==> src/rtl/rv32_pkg.sv <==
// RV32I decode constants shared by the issue stage: opcode values, instruction
// field positions and the per-opcode operand/destination usage table.
package rv32_pkg;

  localparam logic [6:0] OPC_OP     = 7'b0110011;
  localparam logic [6:0] OPC_OP_IMM = 7'b0010011;
  localparam logic [6:0] OPC_LOAD   = 7'b0000011;
  localparam logic [6:0] OPC_STORE  = 7'b0100011;
  localparam logic [6:0] OPC_BRANCH = 7'b1100011;
  localparam logic [6:0] OPC_JAL    = 7'b1101111;
  localparam logic [6:0] OPC_JALR   = 7'b1100111;
  localparam logic [6:0] OPC_LUI    = 7'b0110111;
  localparam logic [6:0] OPC_AUIPC  = 7'b0010111;

  localparam int OPC_LSB = 0;
  localparam int RD_LSB  = 7;
  localparam int RS1_LSB = 15;
  localparam int RS2_LSB = 20;

  typedef struct packed {
    logic use_rs1;
    logic use_rs2;
    logic rd_we;
  } src_use_t;

  function automatic src_use_t decode_use(input logic [6:0] opc);
    src_use_t u;
    case (opc)
      OPC_OP:                      u = '{use_rs1: 1'b1, use_rs2: 1'b1, rd_we: 1'b1};
      OPC_OP_IMM, OPC_LOAD,
      OPC_JALR:                    u = '{use_rs1: 1'b1, use_rs2: 1'b0, rd_we: 1'b1};
      OPC_STORE, OPC_BRANCH:       u = '{use_rs1: 1'b1, use_rs2: 1'b1, rd_we: 1'b0};
      OPC_LUI, OPC_AUIPC, OPC_JAL: u = '{use_rs1: 1'b0, use_rs2: 1'b0, rd_we: 1'b1};
      default:                     u = '{use_rs1: 1'b0, use_rs2: 1'b0, rd_we: 1'b0};
    endcase
    return u;
  endfunction

endpackage

==> src/rtl/reg_scoreboard.sv <==
// Pending-write scoreboard: one busy bit per architectural register, x0 never busy.
// A set on the same edge as a clear of the same bit wins (new write still in flight).
module reg_scoreboard (
  input  logic        clk,
  input  logic        rst,
  input  logic        set_en,
  input  logic [4:0]  set_idx,
  input  logic        clr_en,
  input  logic [4:0]  clr_idx,
  input  logic        flush_clr_en,
  input  logic [4:0]  flush_clr_idx,
  input  logic [4:0]  rs1_idx,
  input  logic [4:0]  rs2_idx,
  input  logic [4:0]  rd_idx,
  output logic [31:0] busy,
  output logic        rs1_busy,
  output logic        rs2_busy,
  output logic        rd_busy
);

  logic [31:0] busy_r;
  logic [31:0] set_mask_s;
  logic [31:0] clr_mask_s;
  logic [31:0] fclr_mask_s;
  logic [31:0] busy_nxt_s;

  assign set_mask_s  = set_en       ? (32'd1 << set_idx)       : 32'd0;
  assign clr_mask_s  = clr_en       ? (32'd1 << clr_idx)       : 32'd0;
  assign fclr_mask_s = flush_clr_en ? (32'd1 << flush_clr_idx) : 32'd0;
  assign busy_nxt_s  = ((busy_r & ~clr_mask_s & ~fclr_mask_s) | set_mask_s) & ~32'd1;

  // Busy vector state
  always_ff @(posedge clk) begin
    if (rst) begin
      busy_r <= 32'd0;
    end else begin
      busy_r <= busy_nxt_s;
    end
  end

  assign busy     = busy_r;
  assign rs1_busy = busy_r[rs1_idx];
  assign rs2_busy = busy_r[rs2_idx];
  assign rd_busy  = busy_r[rd_idx];

endmodule

==> src/rtl/id_issue_stage.sv <==
// Decode/issue stage: reads the register file for the offered instruction, stalls on
// RAW/WAW hazards against in-flight writes and registers operands for execute.
module id_issue_stage
  import rv32_pkg::*;
#(
  parameter int N = 32
) (
  input  logic         clk,
  input  logic         rst,
  input  logic         if_valid,
  input  logic [31:0]  if_instr,
  input  logic [N-1:0] if_pc,
  output logic         if_ready,
  output logic [4:0]   br_a1,
  output logic [4:0]   br_a2,
  input  logic [N-1:0] br_rd1,
  input  logic [N-1:0] br_rd2,
  input  logic         wb_valid,
  input  logic [4:0]   wb_rd,
  input  logic [N-1:0] wb_data,
  input  logic         flush,
  output logic         ex_valid,
  input  logic         ex_ready,
  output logic [N-1:0] ex_pc,
  output logic [31:0]  ex_instr,
  output logic [N-1:0] ex_rs1_val,
  output logic [N-1:0] ex_rs2_val,
  output logic [4:0]   ex_rd,
  output logic         ex_rd_we,
  output logic [31:0]  sb_busy
);

  src_use_t     use_s;
  logic [4:0]   rs1_s, rs2_s, rd_s;
  logic         rd_we_s;
  logic         rs1_busy_s, rs2_busy_s, rd_busy_s;
  logic         wb_hit1_s, wb_hit2_s, wb_hitd_s;
  logic         rs1_ok_s, rs2_ok_s, waw_s, hazard_s;
  logic         if_ready_s, fire_s;
  logic [N-1:0] op1_s, op2_s;

  logic         ex_valid_r;
  logic [N-1:0] ex_pc_r;
  logic [31:0]  ex_instr_r;
  logic [N-1:0] ex_rs1_val_r, ex_rs2_val_r;
  logic [4:0]   ex_rd_r;
  logic         ex_rd_we_r;

  assign rs1_s   = if_instr[RS1_LSB +: 5];
  assign rs2_s   = if_instr[RS2_LSB +: 5];
  assign rd_s    = if_instr[RD_LSB +: 5];
  assign use_s   = decode_use(if_instr[OPC_LSB +: 7]);
  assign rd_we_s = use_s.rd_we && (rd_s != 5'd0);

  assign wb_hit1_s = wb_valid && (wb_rd == rs1_s);
  assign wb_hit2_s = wb_valid && (wb_rd == rs2_s);
  assign wb_hitd_s = wb_valid && (wb_rd == rd_s);

  // A writeback arriving this cycle satisfies a pending source or destination
  assign rs1_ok_s   = !use_s.use_rs1 || !rs1_busy_s || wb_hit1_s;
  assign rs2_ok_s   = !use_s.use_rs2 || !rs2_busy_s || wb_hit2_s;
  assign waw_s      = rd_we_s && rd_busy_s && !wb_hitd_s;
  assign hazard_s   = !rs1_ok_s || !rs2_ok_s || waw_s;
  assign if_ready_s = !flush && !hazard_s && (!ex_valid_r || ex_ready);
  assign fire_s     = if_valid && if_ready_s;

  // Register file returns the old value during a same-cycle write, so bypass it
  assign op1_s = (use_s.use_rs1 && wb_hit1_s && (rs1_s != 5'd0)) ? wb_data : br_rd1;
  assign op2_s = (use_s.use_rs2 && wb_hit2_s && (rs2_s != 5'd0)) ? wb_data : br_rd2;

  reg_scoreboard u_sb (
    .clk           (clk),
    .rst           (rst),
    .set_en        (fire_s && rd_we_s),
    .set_idx       (rd_s),
    .clr_en        (wb_valid),
    .clr_idx       (wb_rd),
    .flush_clr_en  (flush && ex_valid_r && ex_rd_we_r),
    .flush_clr_idx (ex_rd_r),
    .rs1_idx       (rs1_s),
    .rs2_idx       (rs2_s),
    .rd_idx        (rd_s),
    .busy          (sb_busy),
    .rs1_busy      (rs1_busy_s),
    .rs2_busy      (rs2_busy_s),
    .rd_busy       (rd_busy_s)
  );

  // Execute-facing output register
  always_ff @(posedge clk) begin
    if (rst) begin
      ex_valid_r   <= 1'b0;
      ex_pc_r      <= {N{1'b0}};
      ex_instr_r   <= 32'd0;
      ex_rs1_val_r <= {N{1'b0}};
      ex_rs2_val_r <= {N{1'b0}};
      ex_rd_r      <= 5'd0;
      ex_rd_we_r   <= 1'b0;
    end else if (flush) begin
      ex_valid_r <= 1'b0;
    end else if (fire_s) begin
      ex_valid_r   <= 1'b1;
      ex_pc_r      <= if_pc;
      ex_instr_r   <= if_instr;
      ex_rs1_val_r <= op1_s;
      ex_rs2_val_r <= op2_s;
      ex_rd_r      <= rd_s;
      ex_rd_we_r   <= rd_we_s;
    end else if (ex_ready) begin
      ex_valid_r <= 1'b0;
    end else begin
      ex_valid_r <= ex_valid_r;
    end
  end

  assign br_a1      = rs1_s;
  assign br_a2      = rs2_s;
  assign if_ready   = if_ready_s;
  assign ex_valid   = ex_valid_r;
  assign ex_pc      = ex_pc_r;
  assign ex_instr   = ex_instr_r;
  assign ex_rs1_val = ex_rs1_val_r;
  assign ex_rs2_val = ex_rs2_val_r;
  assign ex_rd      = ex_rd_r;
  assign ex_rd_we   = ex_rd_we_r;

endmodule

==> config.mk <==
export PLATFORM = sky130hd
export DESIGN_NAME = id_issue_stage
export DESIGN_NICKNAME = d
export VERILOG_FILES = /design/src/rtl/rv32_pkg.sv /design/src/rtl/reg_scoreboard.sv /design/src/rtl/id_issue_stage.sv
export SDC_FILE = /design/constraint.sdc
export NUM_CORES = 1
export LEC_CHECK = 0
export ABC_AREA = 1
export BUFFER_PORTS_ARGS = -buffer_cell sky130_fd_sc_hd__buf_2
export CAP_MARGIN = 20
export CORE_AREA = 2 2 154 156
export DETAILED_ROUTE_END_ITERATION = 10
export DIE_AREA = 0 0 156 158
export PLACE_DENSITY = 0.67
export SYNTH_ARGS = -nofsm -noshare
export SYNTH_HDL_FRONTEND = slang
export SYNTH_HIERARCHICAL = 1
export SYNTH_SLANG_ARGS = --single-unit
==> constraint.sdc <==
create_clock -name clk -period 3.6 [get_ports clk]
set_input_delay 0.72 -clock clk [delete_from_list [all_inputs] [get_ports clk]]
set_output_delay 0.72 -clock clk [all_outputs]
set_load 0.005 [all_outputs]
**After elaboration in Yosys (flattened, before gate mapping)**

Index checks and enable logic that the tools add are counted.

- Register bits after elaboration: 167
- Input port bits: 171
- Logic and storage cells: 89

- Order comparisons: 3
- Equal/unequal tests: 12
- Shifts and indexed selects: 3
- Mux-type cells: 14
- Bitwise logic cells: 6
- Reduce and logical (&&, ||, !) cells: 42

Operators with widths:

| kind | count |
|---|---|
| 32-bit 2-to-1 mux | 5 |
| 1-bit by 5-bit left shift with 32-bit output, first input constant | 3 |
| 32-bit bitwise AND | 2 |
| 32-bit NOT | 2 |
| 32-bit bitwise OR | 1 |
| 7-bit by 6-bit equality test with 1-bit output, second input constant | 3 |
| 7-bit equality test, second input constant | 3 |
| 5-bit by 6-bit less-than comparator with 1-bit output, second input constant | 3 |
| 1-bit logical AND | 16 |
| 1-bit binary-select mux with 5-bit select | 3 |
| 5-bit equality test | 3 |
| 5-bit nonzero test | 3 |
| 7-bit by 5-bit equality test with 1-bit output, second input constant | 2 |
| 3-bit one-hot mux with 4 select lines | 1 |
| 1-bit zero test | 10 |
| 7-bit by 2-bit equality test with 1-bit output, second input constant | 1 |
| 1-bit logical OR | 7 |
| 3-bit OR reduction | 2 |
| 1-bit 2-to-1 mux | 5 |
| 2-bit OR reduction | 2 |
| 2-bit AND reduction | 1 |
| 2-bit nonzero test | 1 |
| 1-bit NOT | 1 |

**Longest topological paths before layout**

Gate-level depths: netlist of run 1.

- Depth in word-level cells: 16
- Depth in mapped cells: 23
- Gate-level depth less buffers: 20

**Cells and area by module**

The synthesis of run 1 kept the hierarchy.

By module, submodules not included:

| module | times used | cells each | area an instance (um^2) | seq. area each (um^2) |
|---|---|---|---|---|
| id_issue_stage | 1 | 1,125 | 6,651.4 | 2,602.5 |
| reg_scoreboard | 1 | 511 | 2,801.4 | 620.6 |

**Worst setup path before layout of run 1**

OpenSTA, ideal clock, no wires.

- Path kind: input-to-output
- Start: in if_instr[21]
- End: out if_ready
- Data arrival time: 1.852 ns
- Setup slack: 1.028 ns
- Cell stages on the path: 15
- Path buffers: 1
- Path through: buf_2 inv_1 nand3_1 nand3_1 nand2_1 nand2_1 nand2_1 nand2_1 nand2_1 inv_1 nor2_1 nand2_1 nand2_1 nor2_4 and2_1

- Cells in the longest elaborated chain, start to end: 11
- Elaborated cells between the ends (all ways): 13
- Classes of those cells: eq/ne (1); mux (2); reduce/logical (10)

RTL lines:

| element | line | RTL |
|---|---|---|
| from (decl) | id_issue_stage.sv:11 | `input logic [31:0] if_instr,` |
| 1-bit binary-select mux with 5-bit select | reg_scoreboard.sv:43 | `assign rs2_busy = busy_r[rs2_idx];` |
| 1-bit 2-to-1 mux (not written as such) | reg_scoreboard.sv:43 |  |
| named net rs2_busy_s | id_issue_stage.sv:36 | `logic rs1_busy_s, rs2_busy_s, rd_busy_s;` |
| 1-bit zero test | id_issue_stage.sv:61 | `assign rs2_ok_s = !use_s.use_rs2 \|\| !rs2_busy_s \|\| wb_hit2_s;` |
| 1-bit logical OR (2 in series) | id_issue_stage.sv:61 |  |
| 1-bit zero test | id_issue_stage.sv:63 | `assign hazard_s = !rs1_ok_s \|\| !rs2_ok_s \|\| waw_s;` |
| 1-bit logical OR (2 in series) | id_issue_stage.sv:63 |  |
| 1-bit zero test | id_issue_stage.sv:64 | `assign if_ready_s = !flush && !hazard_s && (!ex_valid_r \|\| ex_ready);` |
| 1-bit logical AND (2 in series) | id_issue_stage.sv:64 |  |
| to (decl) | id_issue_stage.sv:13 | `output logic if_ready,` |

The timed path passes the listed nets, and every way through them passes these cells. The select of a mux whose other input is x is not followed.

**Final worst setup path of run 1**

- Start: in if_instr[20]
- End: out if_ready

Same word-level chain as after synthesis.

==> metrics.txt, run 1 <==
ys async rst share 0%; Max VDD drop 263 uV; Seq cells post-synth 161; Setup Viol. Count Final 0; num ports 349; Worst Hold Class reg2reg; gpl congestion 0.931; largest area contributor in the synthesized netlist dfxtp_1; Inst Count DP 2194; RSZ-0062 raised after global routing no; Clock Sinks 161; final hold vios 0; top_reg_cell synth dfxtp_1; Vias per Instance 4.81; P_leak 0.00664 uW; syn nets 1807; std cell rows 56; Rel. slew slack 38.3%; Routed Antenna Nets 0; die span in x 156 microns; Detailed Routing Iterations Pass 1 8; full die area 24600 sq um; hold_sp ex_valid; # DRC 0; Layout Skew 0.0190 ns; setup TNS 0 ns; WL/cell 14.5 microns; Hold Crit Depth 2; overall routed net length 32300 microns; global-route wire length before repair 49700 microns; CTS tree done; Worst Path Required 2.88 ns; vias after detailed routing 10700; Starting Density 41.0%; post-route insts no fill 2228; synthesized area per cell 5.78 sq um; Area contributors post-synth dfxtp_1 (34%), nand2_1 (23%), nor2_1 (12%); Critical R2R Capture u_sb/busy[19]; Core ar. 23100 sq um; fin nets 2094; Mapped Cells 1636; Worst-Skew Late Latency 0.43 ns; most frequent cell after synthesis nand2_1; largest net degree at the start of global routing 121; CP Capture Type primary output; status complete, no violations; Yosys cell types 26; CTS max path bufs 2; MaxCap Viol Count 0; Commonest cells post-synth nand2_1 (579), nor2_1 (312), inv_1 (213); initial antenna violation count 3; GRT overflow 0; Final Critical Period 3.16 ns; Final HPWL DP 23400 microns; CTS H-tree lvls 4; Critical Path Fanout Max 21; Layout Area Growth over Synthesis 23.9%; Tot GR Track Use 25.6%; hold buffers post-CTS 0; period utilization 87.8%; Worst Max-Slew Pin Slew 0.922 ns; Worst Hold Endpoint ex_valid; worst reg2reg path startpoint u_sb/busy[3]; r2r setup slk 1.07 ns; power density cells 395 nW/um^2; iteration-0 DRC count of the detailed router 963; vias in the first global route 9637; post-synth top area share 34.1%; share of post-route cells with drive strength above 1 21.7%; reg2reg path depth 19; I/O Buffers 347; clk root buf clkbuf_16; Startpoint Class input port; critical setup path kind in2out; slowest stage delay, CP 0.36 ns; Max Clock Freq 317 MHz; max-slew violations 0; Slowest-stage cell, CP buf_2; EDFF count, synth 0; Seq/Total Area, Yosys 34.1%; Clk pin slew, worst setup/hold paths 0.07 ns; Post-CTS Setup Repair Bufs 0; most used cell, CP nand2_1; CP arrival 2.44 ns; critical path, cell by cell buf_2 -> inv_6 -> nand2_1 -> nand3_1 -> nand3_1 -> nand2_1 -> nand2_1 -> nand2_1 -> nand2_1 -> nand2_1 -> inv_1 -> nor2_1 -> nand2_1 -> nand2_1 -> nor2_4 -> and2_1 -> buf_2; Post-CTS Resized 0; die height 158 microns; cts bufs inserted 17; Cell Area, Synth 9450 sq um; warnings from Yosys 6
-- final cells by class --
class	count	area, sq um
clock inverter	14	165
fill	2437	11300
timing repair buffer	361	1880
clock buffer	18	439
sequential	161	3220
inverter	227	870
antenna	2	5.00
multi-input combinational	1155	4770
tap	290	363
-- sequential cells by signal (all words and copies together) (netlist names) --
name / flops
ex_instr: 32
ex_pc: 32
ex_rd_we: 1
ex_rs1_val: 32
ex_rs2_val: 32
ex_valid: 1
u_sb/busy: 31
-- critical path, delay by kind of cell --
kind,cells,cell delay [ns]
buffers and inverters,4,0.64
AND/OR/NAND/NOR,13,1.09
-- cell usage in the layout, fill, tap and decap left out, drive strengths merged --
| cell type | synthesis | final |
|---|---|---|
| a21oi | 35 | 35 |
| a31oi | 1 | 1 |
| and2 | 2 | 2 |
| buf | 66 | 361 |
| bufinv | 0 | 2 |
| clkbuf | 27 | 18 |
| clkinv | 0 | 3 |
| clkinvlp | 0 | 1 |
| conb | 1 | 1 |
| dfxtp | 161 | 161 |
| diode | 0 | 2 |
| inv | 227 | 235 |
| nand2 | 579 | 579 |
| nand3 | 129 | 129 |
| nand4 | 2 | 2 |
| nor2 | 315 | 315 |
| nor3 | 7 | 7 |
| nor4 | 4 | 4 |
| o211ai | 9 | 9 |
| o21ai | 71 | 71 |
-- metal layers --
layer  track usage, %  wire (microns)
met1             31.4           13000
met4             8.82             804
met5                0               0
met3             7.97            3430
met2             42.4           15100
-- power by group --
part	internal, uW	switching, uW
Combinational	305	476
Sequential	1890	58.2
Clock	1070	836
Total	3260	1370
-- logic make-up (layout without fill, tap and decap cells) --
kind of cell	after synthesis	after routing	synth area share, %
AND/OR/NAND/NOR	1038	1038	43.7
flip-flops	161	161	34.1
other	1	3	0.0397
buffers and inverters	320	620	15.7
AO/OA/AOI/OAI	116	116	6.47
-- per-stage QoR --
stage                     total power (uW)  util [%]  cell area (sq um)  setup WS (ns)  hold WS [ns]
final                                 4630      50.8              11700          0.441         0.486
after floorplan                       2450         -               9450           1.03         0.462
after global placement                2750      48.2              11100          0.535         0.478
after CTS                             4670      50.8              11700          0.473         0.487
after global routing                  4870      50.8              11700          0.257         0.497
after detailed placement              2760      48.2              11100          0.472         0.475
-- how the worst max path moves through the flow --
stage          slack, ns            end    startpoint
6_report            0.44       if_ready  if_instr[20]
4_1_cts             0.47       if_ready  if_instr[20]
3_5_place_dp        0.47  u_sb/busy[19]  if_instr[20]
3_3_place_gp        0.53       if_ready  if_instr[20]
2_1_floorplan       1.03       if_ready  if_instr[21]
5_1_grt             0.26       if_ready  if_instr[20]
(Power assumes the default switching activity.)
==> run 2, diff against run 1 <==
CTS_BUF_LIST = sky130_fd_sc_hd__clkbuf_8   (was default)
==> metrics.txt, run 2 (synthesized netlist as in run 1, its figures left out) <==
global-route wire length before repair 49400 microns (-0.53%); post-route insts no fill 2228 (unchanged); power density cells 362 nW/um^2 (-8.5%); clk root buf clkbuf_8; Worst Hold Endpoint ex_pc[18]; Starting Density 41.0% (unchanged); Tot GR Track Use 25.4% (-0.13 points); std cell rows 56 (unchanged); CP arrival 2.44 ns (about the same); die height 158 microns (unchanged); period utilization 87.9% (+0.14 points); P_leak 0.00655 uW (-1.3%); CTS H-tree lvls 4 (unchanged); GRT overflow 0 (unchanged); Startpoint Class input port; Worst-Skew Late Latency 0.47 ns (+0.04 ns); cts bufs inserted 17 (unchanged); Core ar. 23100 sq um (unchanged); vias in the first global route 9644 (+0.073%); Max Clock Freq 316 MHz (-0.16%); Routed Antenna Nets 0 (unchanged); Inst Count DP 2194 (unchanged); Max VDD drop 175 uV (-33%); hold buffers post-CTS 0 (unchanged); Rel. slew slack 38.2% (-0.14 points); Final Critical Period 3.16 ns (+0.00517 ns); Post-CTS Resized 0 (unchanged); # DRC 0 (unchanged); Worst Max-Slew Pin Slew 0.924 ns (+0.00213 ns); Setup Viol. Count Final 0 (unchanged); hold_sp if_pc[18]; largest net degree at the start of global routing 121 (unchanged); r2r setup slk 1.10 ns (+0.03 ns); vias after detailed routing 10800 (+0.69%); Post-CTS Setup Repair Bufs 0 (unchanged); share of post-route cells with drive strength above 1 21.7% (unchanged); num ports 349 (unchanged); Detailed Routing Iterations Pass 1 8 (unchanged); Vias per Instance 4.85 (+0.69%); CTS max path bufs 2 (unchanged); MaxCap Viol Count 0 (unchanged); WL/cell 14.5 microns (-0.31%); initial antenna violation count 3 (unchanged); Clock Sinks 161 (unchanged); Final HPWL DP 23400 microns (unchanged); Layout Area Growth over Synthesis 21.9%; reg2reg path depth 19 (unchanged); CTS tree done; Critical Path Fanout Max 21 (unchanged); RSZ-0062 raised after global routing no; die span in x 156 microns (unchanged); final hold vios 0 (unchanged); Worst Setup SP if_instr[20]; iteration-0 DRC count of the detailed router 1084 (+13%); final worst slack 0.435 ns (-0.00517 ns); most common cell after layout, fill and taps aside nand2_1; max-slew violations 0 (unchanged); Critical R2R Capture u_sb/busy[26]; critical setup path kind in2out; Layout Skew 0.0264 ns (+0.00733 ns); gpl congestion 0.931 (unchanged); fin nets 2094 (unchanged); I/O Buffers 347 (unchanged); overall routed net length 32200 microns (-0.31%); full die area 24600 sq um (unchanged); worst reg2reg path startpoint u_sb/busy[3]; Worst Hold Class in2reg; most frequent cells in the layout nand2_1 (578), buf_2 (347), nor2_1 (312); status complete, no violations; setup TNS 0 ns (unchanged); Hold Crit Depth 3 (+1); worst slack at placement 0.472 ns (unchanged); Worst Path Required 2.88 ns (about the same); Clk pin slew, worst setup/hold paths 0.11 ns (+0.04 ns); CP Capture Type primary output
[run 2: cell counts in the layout (fill, tap and decap cells not counted)]
Identical to the previous run, type by type.
[run 2: report_power, final]
| group | internal [uW] | switching, uW | total [uW] | leakage [uW] |
|---|---|---|---|---|
| sequential | 1890 | 58.1 | 1940 | 0.00132 |
| combinational | 305 | 476 | 781 | 0.00502 |
| clock | 660 | 780 | 1440 | 0.000209 |
| total | 2850 | 1310 | 4170 | 0.00655 |
[run 2: area by class of cell]
class	count	area, sq um
Antenna cell	2	5.00
Clock buffer	18	248
Clock inverter	14	165
Fill cell	2465	11500
Inverter	227	870
Multi-Input combinational cell	1155	4770
Sequential cell	161	3220
Tap cell	290	363
Timing Repair Buffer	361	1880
[run 2: critical path, cell delays in order]
cell and delay [ns]:
buf_2 0.36, inv_6 0.12, nand2_1 0.09, nand3_1 0.07
nand3_1 0.11, nand2_1 0.06, nand2_1 0.05, nand2_1 0.05
nand2_1 0.05, nand2_1 0.05, inv_1 0.04, nor2_1 0.04
nand2_1 0.07, nand2_1 0.08, nor2_4 0.17, and2_1 0.18
buf_2 0.12
[run 2: how the worst max path moves through the flow]
| stage | end | depth (start not counted) |
|---|---|---|
| after global placement | if_ready | 17 |
| after detailed placement | u_sb/busy[19] | 21 |
| after global routing | if_ready | 17 |
| after CTS | if_ready | 17 |
| after floorplan | if_ready | 15 |
| final | if_ready | 17 |
[run 2: metal layers]
| metal | vias to the layer above | global-route usage (%) | routed length (microns) |
|---|---|---|---|
| li1 | 5473 | - | - |
| met1 | 4692 | 31.0 | 12800 |
| met2 | 569 | 42.0 | 15000 |
| met3 | 66 | 8.60 | 3560 |
| met4 | 0 | 8.96 | 820 |
| met5 | - | 0 | 0 |
[run 2: per-stage QoR]
stage / util (%) / hold slack [ns] / total power (uW) / cell area [sq um]
after floorplan: - / 0.462 / 2450 / 9450
after global placement: 48.2 / 0.478 / 2750 / 11100
after detailed placement: 48.2 / 0.475 / 2760 / 11100
after CTS: 50.0 / 0.437 / 4200 / 11500
after global routing: 50.0 / 0.435 / 4400 / 11500
final: 50.0 / 0.470 / 4170 / 11500
==> run 3, diff against run 2 <==
CORE_AREA = 2 2 148 150   (was 2 2 154 156)
CTS_CLUSTER_DIAMETER = 200   (was default)
DIE_AREA = 0 0 150 152   (was 0 0 156 158)
PLACE_DENSITY = 0.71   (was 0.67)
==> metrics.txt, run 3 (synthesized netlist as in run 1, its figures left out) <==
vias in the first global route 9637 (-0.073%); # DRC 0 (unchanged); worst reg2reg path startpoint u_sb/busy[3]; share of post-route cells with drive strength above 1 21.8% (+0.081 points); Slowest-stage cell, CP buf_2; Clock Sinks 161 (unchanged); Worst Hold Class in2reg; CTS max path bufs 2 (unchanged); worst slack at placement 0.443 ns (-0.0289 ns); cts bufs inserted 17 (unchanged); combinational group share of total power 18.3% (-0.4 points); CP Capture Type primary output; Detailed Routing Iterations Pass 1 7 (-1); die height 152 microns (-3.8%); Sequential Power Share 45.8% (-0.9 points); Worst-Skew Late Latency 0.46 ns (about the same); most frequent cells in the layout nand2_1 (578), buf_2 (347), nor2_1 (312); initial antenna violation count 0 (-3); gpl congestion 0.944 (+1.4%); slowest stage delay, CP 0.37 ns (about the same); period utilization 87.7% (-0.20 points); Layout Area Growth over Synthesis 22.6%; iteration-0 DRC count of the detailed router 877 (-19%); Top delay family on crit path simple AND/OR/NAND/NOR gates; die span in x 150 microns (-3.8%); Tot GR Track Use 27.2% (+1.8 points); power density cells 367 nW/um^2 (+1.4%); Startpoint Class input port; Clock power frac 35.9% (+1.3 points); status complete, no violations; clk root buf clkbuf_8; most common cell after layout, fill and taps aside nand2_1; critical setup path kind in2out; WL/cell 14.1 microns (-2.4%); Max VDD drop 225 uV (+29%); num ports 349 (unchanged); RSZ-0062 raised after global routing no; Post-CTS Resized 0 (unchanged); fin nets 2097 (+0.14%); CP Buf/Inv Count 4 (unchanged); Antenna diodes 0 (-2); CTS tree done; reg2reg path depth 19 (unchanged); final core occ 54.3% (+4.3 points); r2r setup slk 1.11 ns (about the same); Core ar. 21400 sq um (-7.4%); vias after detailed routing 10700 (-0.75%); max-slew violations 0 (unchanged); CTS H-tree lvls 4 (unchanged); Post-CTS Setup Repair Bufs 0 (unchanged); Routed Antenna Nets 0 (unchanged); overall routed net length 31300 microns (-2.8%); Final HPWL DP 23000 microns (-1.8%); final worst slack 0.443 ns (+0.00721 ns); Final Critical Period 3.16 ns (-0.00720 ns); Worst Max-Slew Pin Slew 0.853 ns (-0.0708 ns); Rel. slew slack 42.9% (+4.7 points); Max Clock Freq 317 MHz (+0.23%); Worst Path Required 2.88 ns (about the same); Hold Crit Depth 3 (unchanged); Setup Viol. Count Final 0 (unchanged); Starting Density 44.3% (+3.3 points); global-route wire length before repair 49700 microns (+0.43%); GRT overflow 0 (unchanged); Filler cells 2239 (-9.2%); P_sw 1260 uW (-3.8%); Sw Ratio 29.8% (-1.8 points); hold buffers post-CTS 0 (unchanged); std cell rows 54 (-3.6%); full die area 22800 sq um (-7.5%); Worst Hold Endpoint ex_pc[4]; final hold vios 0 (unchanged); hold_sp if_pc[4]; Critical Path Fanout Max 21 (unchanged); setup TNS 0 ns (unchanged); I/O Buffers 347 (unchanged); most used cell, CP nand2_1; MaxCap Viol Count 0 (unchanged); Clk pin slew, worst setup/hold paths 0.10 ns (about the same); P_leak 0.00659 uW (+0.57%); Critical R2R Capture u_sb/busy[24]; largest net degree at the start of global routing 102 (-16%); Vias per Instance 4.83 (-0.30%); P_int 2980 uW (+4.7%); CP arrival 2.44 ns (about the same); Layout Skew 0.0200 ns (-0.00632 ns); critical path, cell by cell buf_2 -> inv_6 -> nand2_1 -> nand3_1 -> nand3_1 -> nand2_1 -> nand2_1 -> nand2_1 -> nand2_1 -> nand2_1 -> inv_1 -> nor2_1 -> nand2_1 -> nand2_1 -> nor2_4 -> and2_1 -> buf_2
## run 3: routing by layer
layer / GRT usage, % / part of all wire [%] / vias up
li1: - / - / 5473
met3: 7.87 / 10 / 61
met5: 0 / 0 / -
met1: 34.2 / 40 / 4649
met4: 10.8 / 3.2 / 0
met2: 43.8 / 47 / 536
## run 3: worst max path at each step
stage,startpoint,to,slack [ns],cells past startpoint
6_report,if_instr[20],if_ready,0.44,17
5_1_grt,if_instr[20],if_ready,0.30,17
4_1_cts,if_instr[20],if_ready,0.46,17
3_5_place_dp,if_instr[20],u_sb/busy[19],0.44,21
3_3_place_gp,if_instr[20],if_ready,0.50,17
2_1_floorplan,if_instr[21],if_ready,1.03,15
## run 3: worst min-delay path, stage by stage
cell    delay, ns
buf_2        0.07
nor2_1       0.03
nor2_1       0.08
## run 3: stage by stage
stage	hold WS, ns	instance area, sq um	total power, uW	cells
2_1_floorplan	0.462	9450	2450	1636
3_3_place_gp	0.475	11100	2750	2186
3_5_place_dp	0.478	11100	2760	2186
4_1_cts	0.452	11600	4290	2217
5_1_grt	0.460	11600	4480	2218
6_report	0.475	11600	4250	2218
## run 3: cell type report
class	count	area (sq um)	share of cell area, %
repair buffers	364	1930	16.6
clock inverters	13	200	1.73
flip-flops and latches	161	3220	27.8
clock buffers	18	248	2.14
well taps	280	350	3.02
multi-input cells	1155	4770	41.1
inverters	227	870	7.51
## run 3: power groups by stage
stage | registers, uW | logic [uW] | clock network, uW
CTS | 1950 | 780 | 1570
floorplan | 1990 | 457 | 0
finish | 1940 | 779 | 1530
detailed placement | 1990 | 776 | 0
global route | 1960 | 889 | 1630
global placement | 1980 | 768 | 0
